File: src/rtl/pc_fetch_ctrl_if.sv
// Fetch-side bundle: instruction-memory handshake, decode output slot, and redirect inputs.
// The fetch controller drives through the master modport; memory and decode sit on the slave modport.
interface pc_fetch_ctrl_if #(
    parameter int ADDRESS_WIDTH = 32
);
    logic                     imem_req;
    logic [ADDRESS_WIDTH-1:0] imem_addr;
    logic                     imem_ready;
    logic [ADDRESS_WIDTH-1:0] imem_rdata;
    logic                     instr_valid;
    logic [ADDRESS_WIDTH-1:0] instr;
    logic [ADDRESS_WIDTH-1:0] instr_pc;
    logic                     stall;
    logic                     branch_req;
    logic [ADDRESS_WIDTH-1:0] branch_pc;
    logic [ADDRESS_WIDTH-1:0] branch_imm;
    logic                     fetch_err;

    modport master (
        output imem_req, imem_addr, instr_valid, instr, instr_pc, fetch_err,
        input  imem_ready, imem_rdata, stall, branch_req, branch_pc, branch_imm
    );

    modport slave (
        input  imem_req, imem_addr, instr_valid, instr, instr_pc, fetch_err,
        output imem_ready, imem_rdata, stall, branch_req, branch_pc, branch_imm
    );
endinterface

File: src/rtl/pc_fetch_ctrl.sv
// Single-outstanding fetch sequencer owning the PC; redirect target = branch_pc + (branch_imm << 1).
// Optional REQ watchdog with sticky fetch_err is enabled by defining FETCH_TIMEOUT_EN.
module pc_fetch_ctrl #(
    parameter int                       ADDRESS_WIDTH = 32,
    parameter logic [ADDRESS_WIDTH-1:0] RESET_PC      = '0,
    parameter int                       MAX_WAIT      = 15
) (
    input  logic            clk,
    input  logic            rst,
    pc_fetch_ctrl_if.master bus
);

`ifdef FETCH_TIMEOUT_EN
    typedef enum logic [1:0] {ST_BOOT, ST_ISSUE, ST_REQ, ST_ERR} state_t;
    localparam int CNT_W = $clog2(MAX_WAIT + 1);
`else
    typedef enum logic [1:0] {ST_BOOT, ST_ISSUE, ST_REQ} state_t;
`endif

    state_t                   r_state;
    logic [ADDRESS_WIDTH-1:0] r_pc;
    logic                     r_instr_valid;
    logic [ADDRESS_WIDTH-1:0] r_instr;
    logic [ADDRESS_WIDTH-1:0] r_instr_pc;
    logic                     r_redir_pend;
    logic [ADDRESS_WIDTH-1:0] r_redir_pc;

    logic [ADDRESS_WIDTH-1:0] w_target;
    logic [ADDRESS_WIDTH-1:0] w_redir_tgt;
    logic                     w_redir_any;
    logic                     w_slot_free;
    logic                     w_live;

`ifdef FETCH_TIMEOUT_EN
    logic [CNT_W-1:0]         r_cnt;
    logic                     r_fetch_err;
    logic                     w_wait_last;

    assign w_live      = (r_state != ST_ERR);
    assign w_wait_last = (r_cnt == CNT_W'(MAX_WAIT - 1));
`else
    logic                     w_unused_cfg;

    assign w_live       = 1'b1;
    assign w_unused_cfg = (MAX_WAIT > 0);
`endif

    // A fresh branch_req takes priority over an older pending redirect.
    assign w_target    = bus.branch_pc + (bus.branch_imm << 1);
    assign w_redir_any = bus.branch_req | r_redir_pend;
    assign w_redir_tgt = bus.branch_req ? w_target : r_redir_pc;
    assign w_slot_free = !r_instr_valid || !bus.stall;

    always_ff @(posedge clk or negedge rst) begin
        if (!rst) begin
            r_state       <= ST_BOOT;
            r_pc          <= RESET_PC;
            r_instr_valid <= 1'b0;
            r_instr       <= '0;
            r_instr_pc    <= '0;
            r_redir_pend  <= 1'b0;
            r_redir_pc    <= '0;
`ifdef FETCH_TIMEOUT_EN
            r_cnt         <= '0;
            r_fetch_err   <= 1'b0;
`endif
        end else begin
            // Slot consumption and branch flush; the flush overrides stall.
            if (w_live) begin
                if (r_instr_valid && !bus.stall) begin
                    r_instr_valid <= 1'b0;
                end
                if (bus.branch_req) begin
                    r_redir_pc    <= w_target;
                    r_redir_pend  <= 1'b1;
                    r_instr_valid <= 1'b0;
                end
            end

            case (r_state)
                ST_BOOT: begin
                    r_pc    <= RESET_PC;
                    r_state <= ST_ISSUE;
                end

                ST_ISSUE: begin
                    if (w_redir_any) begin
                        r_pc         <= w_redir_tgt;
                        r_redir_pend <= 1'b0;
                        r_state      <= ST_REQ;
                    end else if (w_slot_free) begin
                        r_state <= ST_REQ;
                    end
                end

                ST_REQ: begin
                    if (bus.imem_ready) begin
                        // A redirect seen during or at the end of the request discards the response.
                        if (w_redir_any) begin
                            r_pc         <= w_redir_tgt;
                            r_redir_pend <= 1'b0;
                        end else begin
                            r_instr       <= bus.imem_rdata;
                            r_instr_pc    <= r_pc;
                            r_instr_valid <= 1'b1;
                            r_pc          <= r_pc + ADDRESS_WIDTH'(4);
                        end
                        r_state <= ST_ISSUE;
`ifdef FETCH_TIMEOUT_EN
                        r_cnt   <= '0;
                    end else if (w_wait_last) begin
                        r_cnt         <= '0;
                        r_fetch_err   <= 1'b1;
                        r_instr_valid <= 1'b0;
                        r_state       <= ST_ERR;
                    end else begin
                        r_cnt <= r_cnt + CNT_W'(1);
`endif
                    end
                end

`ifdef FETCH_TIMEOUT_EN
                ST_ERR: begin
                    r_instr_valid <= 1'b0;
                    r_fetch_err   <= 1'b1;
                end
`endif

                default: begin
                    r_state <= ST_BOOT;
                end
            endcase
        end
    end

    assign bus.imem_req    = (r_state == ST_REQ);
    assign bus.imem_addr   = r_pc;
    assign bus.instr_valid = r_instr_valid;
    assign bus.instr       = r_instr;
    assign bus.instr_pc    = r_instr_pc;
`ifdef FETCH_TIMEOUT_EN
    assign bus.fetch_err   = r_fetch_err;
`else
    assign bus.fetch_err   = 1'b0;
`endif

endmodule

File: src/flat_wrapper.sv
// flat-port wrapper written by rule: the top's interface ports become plain ports
module pc_fetch_ctrl_flat 
#(
    parameter int                       ADDRESS_WIDTH = 32,
    parameter logic [ADDRESS_WIDTH-1:0] RESET_PC      = '0,
    parameter int                       MAX_WAIT      = 15
)
  (clk, rst, bus_imem_req, bus_imem_addr, bus_instr_valid, bus_instr, bus_instr_pc, bus_fetch_err, bus_imem_ready, bus_imem_rdata, bus_stall, bus_branch_req, bus_branch_pc, bus_branch_imm);
  pc_fetch_ctrl_if #(.ADDRESS_WIDTH(ADDRESS_WIDTH)) bus_i ();
  input  logic clk;
  input  logic rst;
  output wire logic [$bits(bus_i.imem_req)-1:0] bus_imem_req;
  output wire logic [$bits(bus_i.imem_addr)-1:0] bus_imem_addr;
  output wire logic [$bits(bus_i.instr_valid)-1:0] bus_instr_valid;
  output wire logic [$bits(bus_i.instr)-1:0] bus_instr;
  output wire logic [$bits(bus_i.instr_pc)-1:0] bus_instr_pc;
  output wire logic [$bits(bus_i.fetch_err)-1:0] bus_fetch_err;
  input wire logic [$bits(bus_i.imem_ready)-1:0] bus_imem_ready;
  input wire logic [$bits(bus_i.imem_rdata)-1:0] bus_imem_rdata;
  input wire logic [$bits(bus_i.stall)-1:0] bus_stall;
  input wire logic [$bits(bus_i.branch_req)-1:0] bus_branch_req;
  input wire logic [$bits(bus_i.branch_pc)-1:0] bus_branch_pc;
  input wire logic [$bits(bus_i.branch_imm)-1:0] bus_branch_imm;
  assign bus_imem_req = bus_i.imem_req;
  assign bus_imem_addr = bus_i.imem_addr;
  assign bus_instr_valid = bus_i.instr_valid;
  assign bus_instr = bus_i.instr;
  assign bus_instr_pc = bus_i.instr_pc;
  assign bus_fetch_err = bus_i.fetch_err;
  assign bus_i.imem_ready = bus_imem_ready;
  assign bus_i.imem_rdata = bus_imem_rdata;
  assign bus_i.stall = bus_stall;
  assign bus_i.branch_req = bus_branch_req;
  assign bus_i.branch_pc = bus_branch_pc;
  assign bus_i.branch_imm = bus_branch_imm;
  pc_fetch_ctrl #(.ADDRESS_WIDTH(ADDRESS_WIDTH), .RESET_PC(RESET_PC), .MAX_WAIT(MAX_WAIT)) u_core (.clk(clk), .rst(rst), .bus(bus_i));
endmodule
File: config.mk
export PLATFORM = sky130hd
export DESIGN_NAME = pc_fetch_ctrl_flat
export DESIGN_NICKNAME = d
export VERILOG_FILES = /design/src/rtl/pc_fetch_ctrl_if.sv /design/src/rtl/pc_fetch_ctrl.sv /design/src/flat_wrapper.sv
export SDC_FILE = /design/constraint.sdc
export NUM_CORES = 1
export LEC_CHECK = 0
export ABC_AREA = 1
export BUFFER_PORTS_ARGS = -buffer_cell sky130_fd_sc_hd__buf_2
export CAP_MARGIN = 0
export CORE_MARGIN = 5
export CORE_UTILIZATION = 48
export DETAILED_ROUTE_END_ITERATION = 6
export PLACE_DENSITY = 0.82
export SLEW_MARGIN = 15
export SYNTH_ARGS = -nofsm -noshare
export SYNTH_HDL_FRONTEND = slang
export SYNTH_SLANG_ARGS = --single-unit
File: constraint.sdc
create_clock -name clk -period 2.4 [get_ports clk]
set_clock_uncertainty 0.05 [all_clocks]
set_input_delay 0.24 -clock clk [delete_from_list [all_inputs] [get_ports clk]]
set_output_delay 0.24 -clock clk [all_outputs]
set_load 0.05 [all_outputs]
# Word level (Yosys, flattened, before mapping)
# Cells that the tools add are included.
[totals] input_bits=101 ramBits=0 latchBits=0 memories=0 romBits=0 out_inout_bits=99 regBits=132 wordCells=43
[classes] n_bitwise=2 n_mul=0 magnitude_cmp=0 n_eq_ne=5 n_div=0 n_reduce_logical=9 addsub=2 n_shift=0 mux=18
[op_table] operator="2-to-1 mux 32 bit" count=4
[op_table] operator="one-hot mux 32 bit (3 select lines)" count=1
[op_table] operator="adder 32 x 3 -> 32 bit, second input constant" count=1
[op_table] operator="adder 32 bit" count=1
[op_table] operator="2-to-1 mux 1 bit" count=8
[op_table] operator="2-to-1 mux 2 bit" count=3
[op_table] operator="one-hot mux 2 bit (3 select lines)" count=1
[op_table] operator="AND reduction 3 bit" count=2
[op_table] operator="!= test 2 x 1 -> 1 bit, second input constant" count=2
[op_table] operator="!= test 3 x 1 -> 1 bit, second input constant" count=1
[op_table] operator="nonzero test 3 bit" count=1
[op_table] operator="== test 2 x 1 -> 1 bit, second input constant" count=1
[op_table] operator="== test 2 bit, second input constant" count=1
[op_table] operator="logical NOT 1 bit" count=2
[op_table] operator="logical NOT 2 bit" count=1
[op_table] operator="one-hot mux 1 bit (2 select lines)" count=1
[op_table] operator="AND reduction 2 bit" count=1
[op_table] operator="logical AND 1 bit" count=1
[op_table] operator="logical OR 1 bit" count=1
[op_table] operator="inverter 1 bit" count=1
[op_table] operator="bitwise OR 1 bit" count=1

# Depth between registers and ports, before layout
# Gate-level depths: netlist of run 1.
[logic_depth] ltp_word=7 mapped_depth=17 depth_no_buf=17

# Worst setup path before layout of run 1
# OpenSTA, ideal clock, no wires.
[synth_timing] path_kind="reg-to-reg" start="register u_core.r_state[0]" end="register u_core.r_instr[30] (netlist: u_core.bus.instr[30])" setup_time_ns=0.128 path_buffers=2 path_stages_with_launch=9 t_arrival_ns=2.134 slack_ns=0.088 required_time_ns=2.222 synth_period_minus_slack_ns=2.312 cell_sequence="dfrtp_1 > inv_1 > ha_1 > inv_1 > nor2_2 > nand2_1 > buf_2 > buf_2 > mux2_1"
[synth_between] elab_chain_cells=2
[synth_lines] item="from (decl)" line_no="pc_fetch_ctrl.sv:20" rtl="state_t r_state;"
[synth_lines] item="from (signal assigned)" line_no="pc_fetch_ctrl.sv:56" rtl="r_state <= ST_BOOT;"
[synth_lines] item="from (signal assigned)" line_no="pc_fetch_ctrl.sv:83" rtl="r_state <= ST_ISSUE;"
[synth_lines] item="from (signal assigned)" line_no="pc_fetch_ctrl.sv:90" rtl="r_state <= ST_REQ;"
[synth_lines] item="== test 2 bit"
[synth_lines] item="via bus_imem_req" line_no="flat_wrapper.sv:12" rtl="output wire logic [$bits(bus_i.imem_req)-1:0] bus_imem_req;"
[synth_lines] item="AND reduction 3 bit (no line)"
[synth_lines] item="to (signal assigned)" line_no="pc_fetch_ctrl.sv:103" rtl="r_instr <= bus.imem_rdata;"
[synth_lines] item="to (decl)" line_no="pc_fetch_ctrl.sv:23" rtl="logic [ADDRESS_WIDTH-1:0] r_instr;"
# The timed path passes the listed nets, and every way through them passes these cells.
# A chain may end at the register's enable or synchronous reset.

# Worst setup path after layout of run 1
[layout_timing] start="register u_core.r_state[0]" end="register u_core.r_pc[8] (netlist: u_core.bus.imem_addr[8])"
[layout_between] elab_chain_cells=3 elab_cells_between_ends=8 cone_classes="eq/ne (4); mux (1); reduce/logical (3)"
[layout_lines] item="== test 2 x 1 -> 1 bit (tied with other cells)" line_no="pc_fetch_ctrl.sv:80" rtl="case (r_state)"
[layout_lines] item="!= test 2 x 1 -> 1 bit (no line) or nonzero test 3 bit (tied branches)"
[layout_lines] item="AND reduction 3 bit (no line)"
[layout_lines] item="to (signal assigned)" line_no="pc_fetch_ctrl.sv:88" rtl="r_pc <= w_redir_tgt;"
[layout_lines] item="to (signal assigned)" line_no="pc_fetch_ctrl.sv:100" rtl="r_pc <= w_redir_tgt;"
[layout_lines] item="to (signal assigned)" line_no="pc_fetch_ctrl.sv:106" rtl="r_pc <= r_pc + ADDRESS_WIDTH'(4);"
[layout_lines] item="to (decl)" line_no="pc_fetch_ctrl.sv:21" rtl="logic [ADDRESS_WIDTH-1:0] r_pc;"
# Several ways; a longest one is shown, not always the timed one.

==> out/metrics.cfg, run 1 <==
[cells_and_area]
syn_to_final_growth_pct = 26.3
antenna_cells = 0
drive_above_1_share_pct = 23.0
finish.instance_area_sq_mm = 0.0107
seq_area_sq_mm = 0.00330
n_fill_cell = 1501
final_nets = 1518
utilization_pct = 61.7
multi_input_comb_area_sq_mm = 0.00441

[cts]
htreeDepth = 4
cts_root_buf = clkbuf_16
cts-buffers-inserted = 17
clk_latency_ns = 0.42
cts_sinks = 132
cts_buffer_depth = 2
clk_pin_slew_ns = 0.06
cts_tree = done
post_cts_buffers = 0

[critical_path]
r2r-end = u_core.bus.imem_addr[8]$_DFFE_PN0P_
start_kind = register
arrival_ns = 2.38
reg2reg_depth = 9
worstPathMaxFanout = 25
crit_path_start = u_core.r_state[0]$_DFFE_PN0P_
r2r_setup_slack_ns = 0.31
crit-reg2reg-launch = u_core.r_state[0]$_DFFE_PN0P_
crit_required_ns = 2.69
criticalPathCategory = reg -> reg
cp-end-kind = register

[sta]
relSlewSlack_pct = 63.0
fmax_mhz = 478
fin_crit_sh_pct = 87.2
finalHoldViolations = 0
rsz0062_at_grt = no
period_minus_slack_ns = 2.09
whs_ns = 0.0110
drv_slew = 0
finalSetupViolations = 0
max_slew.worst_pin.slew_ns = 0.549
tns_ns = 0

[synthesis]
synth_fa_ha_area_share_pct = 5.42
synthFlopType = dfrtp_1
synth_xor_area_share_pct = 1.76
yosysWarnings = 0
synth_compound_area_share_pct = 8.67
synth_top_family_by_area = simple AND/OR/NAND/NOR gates
synthesis.nets = 1287
syn_area_sq_mm = 0.00845
async_flop_share_pct = 100
synth_edf_count = 0
synth_cell_types = 47
synth-seq-cells = 132
netlist_instances = 1150
avgSynthCellArea_sq_um = 7.35
ys_seq_area_share_pct = 39.1
synthSimpleGateAreaFrac_pct = 31.5
synth.area.mux_share_pct = 4.66

[placement]
dp_hpwl_um = 18300
placed_area_sq_mm = 0.00976
port_buffers = 197
gp_congestion = 0.963

[floorplanning]
die_h_um = 143
fp.dieArea_sq_mm = 0.0204
initial_utilization_pct = 48.9
io_pins = 200
rows = 48
die_w_um = 143
core_area_sq_mm = 0.0173

[worst_hold_path]
hp-start = bus_imem_rdata[8]
whs_endpoint = u_core.bus.instr[8]$_DFFE_PN0P_
min_path_cells = 2
hold_class = in -> reg

[global_routing]
global_route.usage.met2_pct = 40.6
grt_max_degree = 56
grtUsageMet1_pct = 31.4
grt_antenna_before_repair = 0
use_met3_pct = 4.02
grt_pass1_wl_um = 39600
grt_pass1_vias = 8084
grt-ovfl-total = 0
busiest_layer = met2
globalRouteTotalUtil_pct = 24.0

[status]
status = completed

[route]
first_pass_iters = 5
drt_iter0_markers = 686
vias = 8289
ant_nets = 0
drc = 0
wire_per_inst_um = 14.8
via_per_inst = 5.12
totalWireLength_um = 24000

[power_and_ir_drop]
power_leakage_nw = 5.84
p_per_area_mw_per_mm2 = 1230
peakVddDrop_uv = 1010
total_power_w = 0.0132

[run]
cap_violations = 0

==> metrics by stage <==
| stage | std cells | setup slack, ns |
|---|---|---|
| after floorplan | 1150 | 0.0881 |
| after global placement | 1563 | 0.228 |
| after detailed placement | 1563 | 0.151 |
| after CTS | 1617 | 0.309 |
| after global routing | 1619 | 0.167 |
| final | 1619 | 0.308 |
==> cell type report <==
type | count | area share (%)
repair buffers | 238 | 13.0
multi-input cells | 825 | 41.2
flip-flops and latches | 132 | 30.9
well taps | 225 | 2.64
inverters | 167 | 5.87
clock buffers | 18 | 4.02
clock inverters | 14 | 2.33
==> how the worst max path moves through the flow <==
stage	endpoint	slack, ns
3_5_place_dp	u_core.bus.imem_addr[21]$_DFFE_PN0P_	0.15
6_report	u_core.bus.imem_addr[8]$_DFFE_PN0P_	0.31
4_1_cts	u_core.bus.imem_addr[12]$_DFFE_PN0P_	0.31
5_1_grt	u_core.bus.imem_addr[28]$_DFFE_PN0P_	0.17
2_1_floorplan	u_core.bus.instr[30]$_DFFE_PN0P_	0.09
3_3_place_gp	u_core.bus.imem_addr[29]$_DFFE_PN0P_	0.23
==> where the power goes <==
group / internal [W] / leakage, nW / switching (W) / total (W)
Combinational: 0.00162 / 3.83 / 0.00490 / 0.00651
Clock: 0.00196 / 0.326 / 0.00100 / 0.00297
Sequential: 0.00305 / 1.69 / 0.000653 / 0.00370
Total: 0.00663 / 5.84 / 0.00655 / 0.0132
==> kinds of logic (layout without fill, tap and decap cells) <==
logic type,Yosys count,after routing
AND/OR/NAND/NOR,604,604
buffers and inverters,193,437
AO/OA/AOI/OAI,132,132
flip-flops,132,132
adder cells (fa/ha/maj),36,36
multiplexers,35,35
XOR/XNOR,17,17
other,1,1
==> critical path, stage by stage (launching register included) <==
cell and delay (ns):
dfrtp_1 0.42, inv_1 0.10, ha_1 0.22, inv_1 0.10, nor2_1 0.09, nor3_2 0.27, nand2_1 0.14, inv_2 0.39
nand2_1 0.13, o21ai_0 0.09
==> metal layers <==
layer,up-vias,wire [um]
met4,0,616
met2,317,11400
li1,4140,-
met3,45,1780
met5,-,0
met1,3787,10200
==> what timing repair did <==
action                    in CTS  in global routing
gates resized for setup        0                  0
hold buffers                  22                  2
hold endpoints to repair      55                  2
==> cells in the final DEF, fill, tap and decap left out, drive strengths merged <==
cell	synthesis	layout
bufinv	0	6
a22oi	2	2
o31ai	1	1
or2	15	15
clkinv	1	5
o21bai	4	4
mux2	35	35
and2	12	12
xor2	7	7
nor3	17	17
o211ai	4	4
o21a	2	2
a21o	1	1
conb	1	1
a21oi	35	35
buf	13	214
nor2	73	73
nand4	12	12
clkinvlp	0	1
xnor2	10	10
nor4	5	5
nand3	96	96
a21boi	6	6
o22ai	9	9
ha	35	35
inv	166	169
o21ai	68	68
nand2	373	373
fa	1	1
dfrtp	132	132
dlygate4sd3	0	24
clkbuf	13	18
and3	1	1
==> state kept, by name (all words and copies together) (netlist names) <==
name / cells
u_core.bus.imem_addr: 32
u_core.r_redir_pend: 1
u_core.r_state: 2
u_core.bus.instr_valid: 1
u_core.r_redir_pc: 32
u_core.bus.instr_pc: 32
u_core.bus.instr: 32
==> cells in the mapped netlist, types with 2 or more instances <==
master	instances	area, sq um
nor3_1	11	55.1
o21bai_1	4	30.0
nand3_1	94	470
nor3_4	2	32.5
inv_2	6	22.5
or2_2	15	93.8
nand2_2	5	31.3
nand2_1	366	1370
nor4_1	5	31.3
buf_6	2	22.5
o22ai_1	9	56.3
nand4_1	11	68.8
buf_2	8	40.0
nor2_2	5	31.3
mux2_1	9	101
o21ai_2	2	17.5
dfrtp_1	132	3300
nor2_4	2	22.5
clkbuf_1	13	48.8
nor3_2	4	40.0
a21boi_0	6	45.0
a22oi_1	2	15.0
o211ai_1	4	30.0
o21ai_0	54	270
a21oi_1	34	170
inv_1	160	601
ha_1	35	438
xor2_1	7	61.3
nand2_4	2	22.5
and2_1	12	75.1
mux2_2	26	293
o21ai_1	12	60.1
nor2_1	65	244
nand3_2	2	20.0
o21a_1	2	15.0
xnor2_1	10	87.6
buf_1	2	7.51
(Power assumes the default switching activity.)
==> inputs of run 2 (changes only) <==
==> constraint.sdc (replaced) <==
create_clock -name clk -period 2.25 [get_ports clk]
set_clock_uncertainty 0.05 [all_clocks]
set_input_delay 0.225 -clock clk [delete_from_list [all_inputs] [get_ports clk]]
set_output_delay 0.225 -clock clk [all_outputs]
set_load 0.05 [all_outputs]
==> out/metrics.cfg, run 2 (same netlist as run 1, synthesis figures left out) <==
[critical_path]
cp-end-kind = register
criticalPathCategory = reg -> reg
crit_chain = inv_1 > ha_2 > inv_1 > nor2_2 > buf_4 > inv_1 > a21oi_1 > o21ai_0 > nand2_1 > nand2_1 > nand2_1
slowest_delay_ns = 0.42
worstPathMaxFanout = 8
arrival_ns = 2.39
start_kind = register
crit_required_ns = 2.55
crit_slowest_cell = dfrtp_1

[cells_and_area]
drive_above_1_share_pct = 23.1
multi_input_comb_area_sq_mm = 0.00441
layout_common_cells = nand2_1 (365), buf_2 (196), inv_1 (160)
seq_area_sq_mm = 0.00330
syn_to_final_growth_pct = 26.8
final_common_cell = nand2_1
final_nets = 1530
n_fill_cell = 1524
antenna_cells = 0

[floorplanning]
die_h_um = 143
die_w_um = 143
fp.dieArea_sq_mm = 0.0204
rows = 48
core_area_sq_mm = 0.0173
initial_utilization_pct = 48.9
io_pins = 200

[sta]
relSlewSlack_pct = 56.8
fin_crit_sh_pct = 92.9
rsz0062_at_grt = no
period_minus_slack_ns = 2.09
finalSetupViolations = 0
fmax_mhz = 478
max_slew.worst_pin.slew_ns = 0.647
tns_ns = 0
finalHoldViolations = 0
drv_slew = 0

[cts]
cts_sinks = 132
cts-buffers-inserted = 17
cts_resized = 0
cts_buffer_depth = 2
clk_pin_slew_ns = 0.06
clk_latency_ns = 0.42
cts_tree = done
htreeDepth = 4
cts_root_buf = clkbuf_16

[power_and_ir_drop]
peakVddDrop_uv = 1080
p_per_area_mw_per_mm2 = 1290
power_leakage_nw = 5.86
total_power_w = 0.0138

[route]
totalWireLength_um = 24500
vias = 8350
drt_iter0_markers = 702
first_pass_iters = 7
drc = 0
via_per_inst = 5.12
ant_nets = 0
wire_per_inst_um = 15.0

[placement]
port_buffers = 197
gp_congestion = 0.936
dp_hpwl_um = 18600

[global_routing]
grt_max_degree = 95
grt_pass1_vias = 8219
grt_antenna_before_repair = 0
grt-ovfl-total = 0
globalRouteTotalUtil_pct = 24.3
grt_pass1_wl_um = 39900

[run]
cap_violations = 0

[status]
status = completed

[worst_hold_path]
hold_class = in -> reg

run 2: layout make-up:
cell class	instances	share of cell area (%)
clock buffer	19	4.04
tap	225	2.63
sequential	132	30.8
clock inverter	13	1.62
multi-input combinational	825	41.1
timing repair buffer	250	13.9
inverter	167	5.85
run 2: through the flow:
stage / utilization [%] / area, sq um / hold slack, ns / worst slack [ns] / cells
floorplan: - / 8460 / -0.121 / 0.141 / 1150
global placement: 56.7 / 9800 / 0.157 / 0.0896 / 1568
detailed placement: 56.7 / 9800 / 0.160 / 0.0123 / 1568
CTS: 62.0 / 10700 / 0.00287 / 0.187 / 1631
global route: 62.0 / 10700 / 0.00547 / 0.0229 / 1631
finish: 62.0 / 10700 / 0.0141 / 0.159 / 1631
run 2: critical path: cells and delay by family (launching register included):
family	cells	cell delay (ns)
flip-flops	1	0.42
buffers and inverters	4	0.57
AND/OR/NAND/NOR	4	0.43
adder cells (fa/ha/maj)	1	0.28
AO/OA/AOI/OAI	2	0.29
run 2: timing repair:
action | CTS | global route
endpoints found under the hold margin | 83 | 0
hold buffers | 31 | 0
setup endpoints to repair | 0 | 0
setup buffers | 0 | 0
run 2: path summary, 6_finish.rpt:
path	end	startpoint	slack [ns]	cells past startpoint
max	u_core.bus.imem_addr[10]$_DFFE_PN0P_	u_core.r_state[0]$_DFFE_PN0P_	0.16	11
min	u_core.bus.instr[13]$_DFFE_PN0P_	bus_imem_rdata[13]	0.01	2
max reg2reg	u_core.bus.imem_addr[10]$_DFFE_PN0P_	u_core.r_state[0]$_DFFE_PN0P_	0.16	11
min reg2reg	u_core.r_redir_pc[0]$_DFF_PN0_	u_core.r_redir_pc[0]$_DFF_PN0_	0.42	2
max in group asynchronous	u_core.bus.instr_pc[29]$_DFFE_PN0P_	rst	1.17	3
min in group asynchronous	u_core.bus.imem_addr[2]$_DFFE_PN0P_	rst	0.28	2
run 2: metal layers:
| layer | vias to the layer above | GRT usage (%) | part of all wire [%] |
|---|---|---|---|
| li1 | 4156 | - | - |
| met2 | 337 | 41.4 | 48 |
| met1 | 3811 | 31.9 | 43 |
| met3 | 46 | 3.58 | 6.8 |
| met4 | 0 | 8.15 | 2.5 |
| met5 | - | 0 | 0 |
run 2: power by group:
part	switching, W	internal, W
Clock	0.00108	0.00176
Sequential	0.000687	0.00325
Combinational	0.00527	0.00175
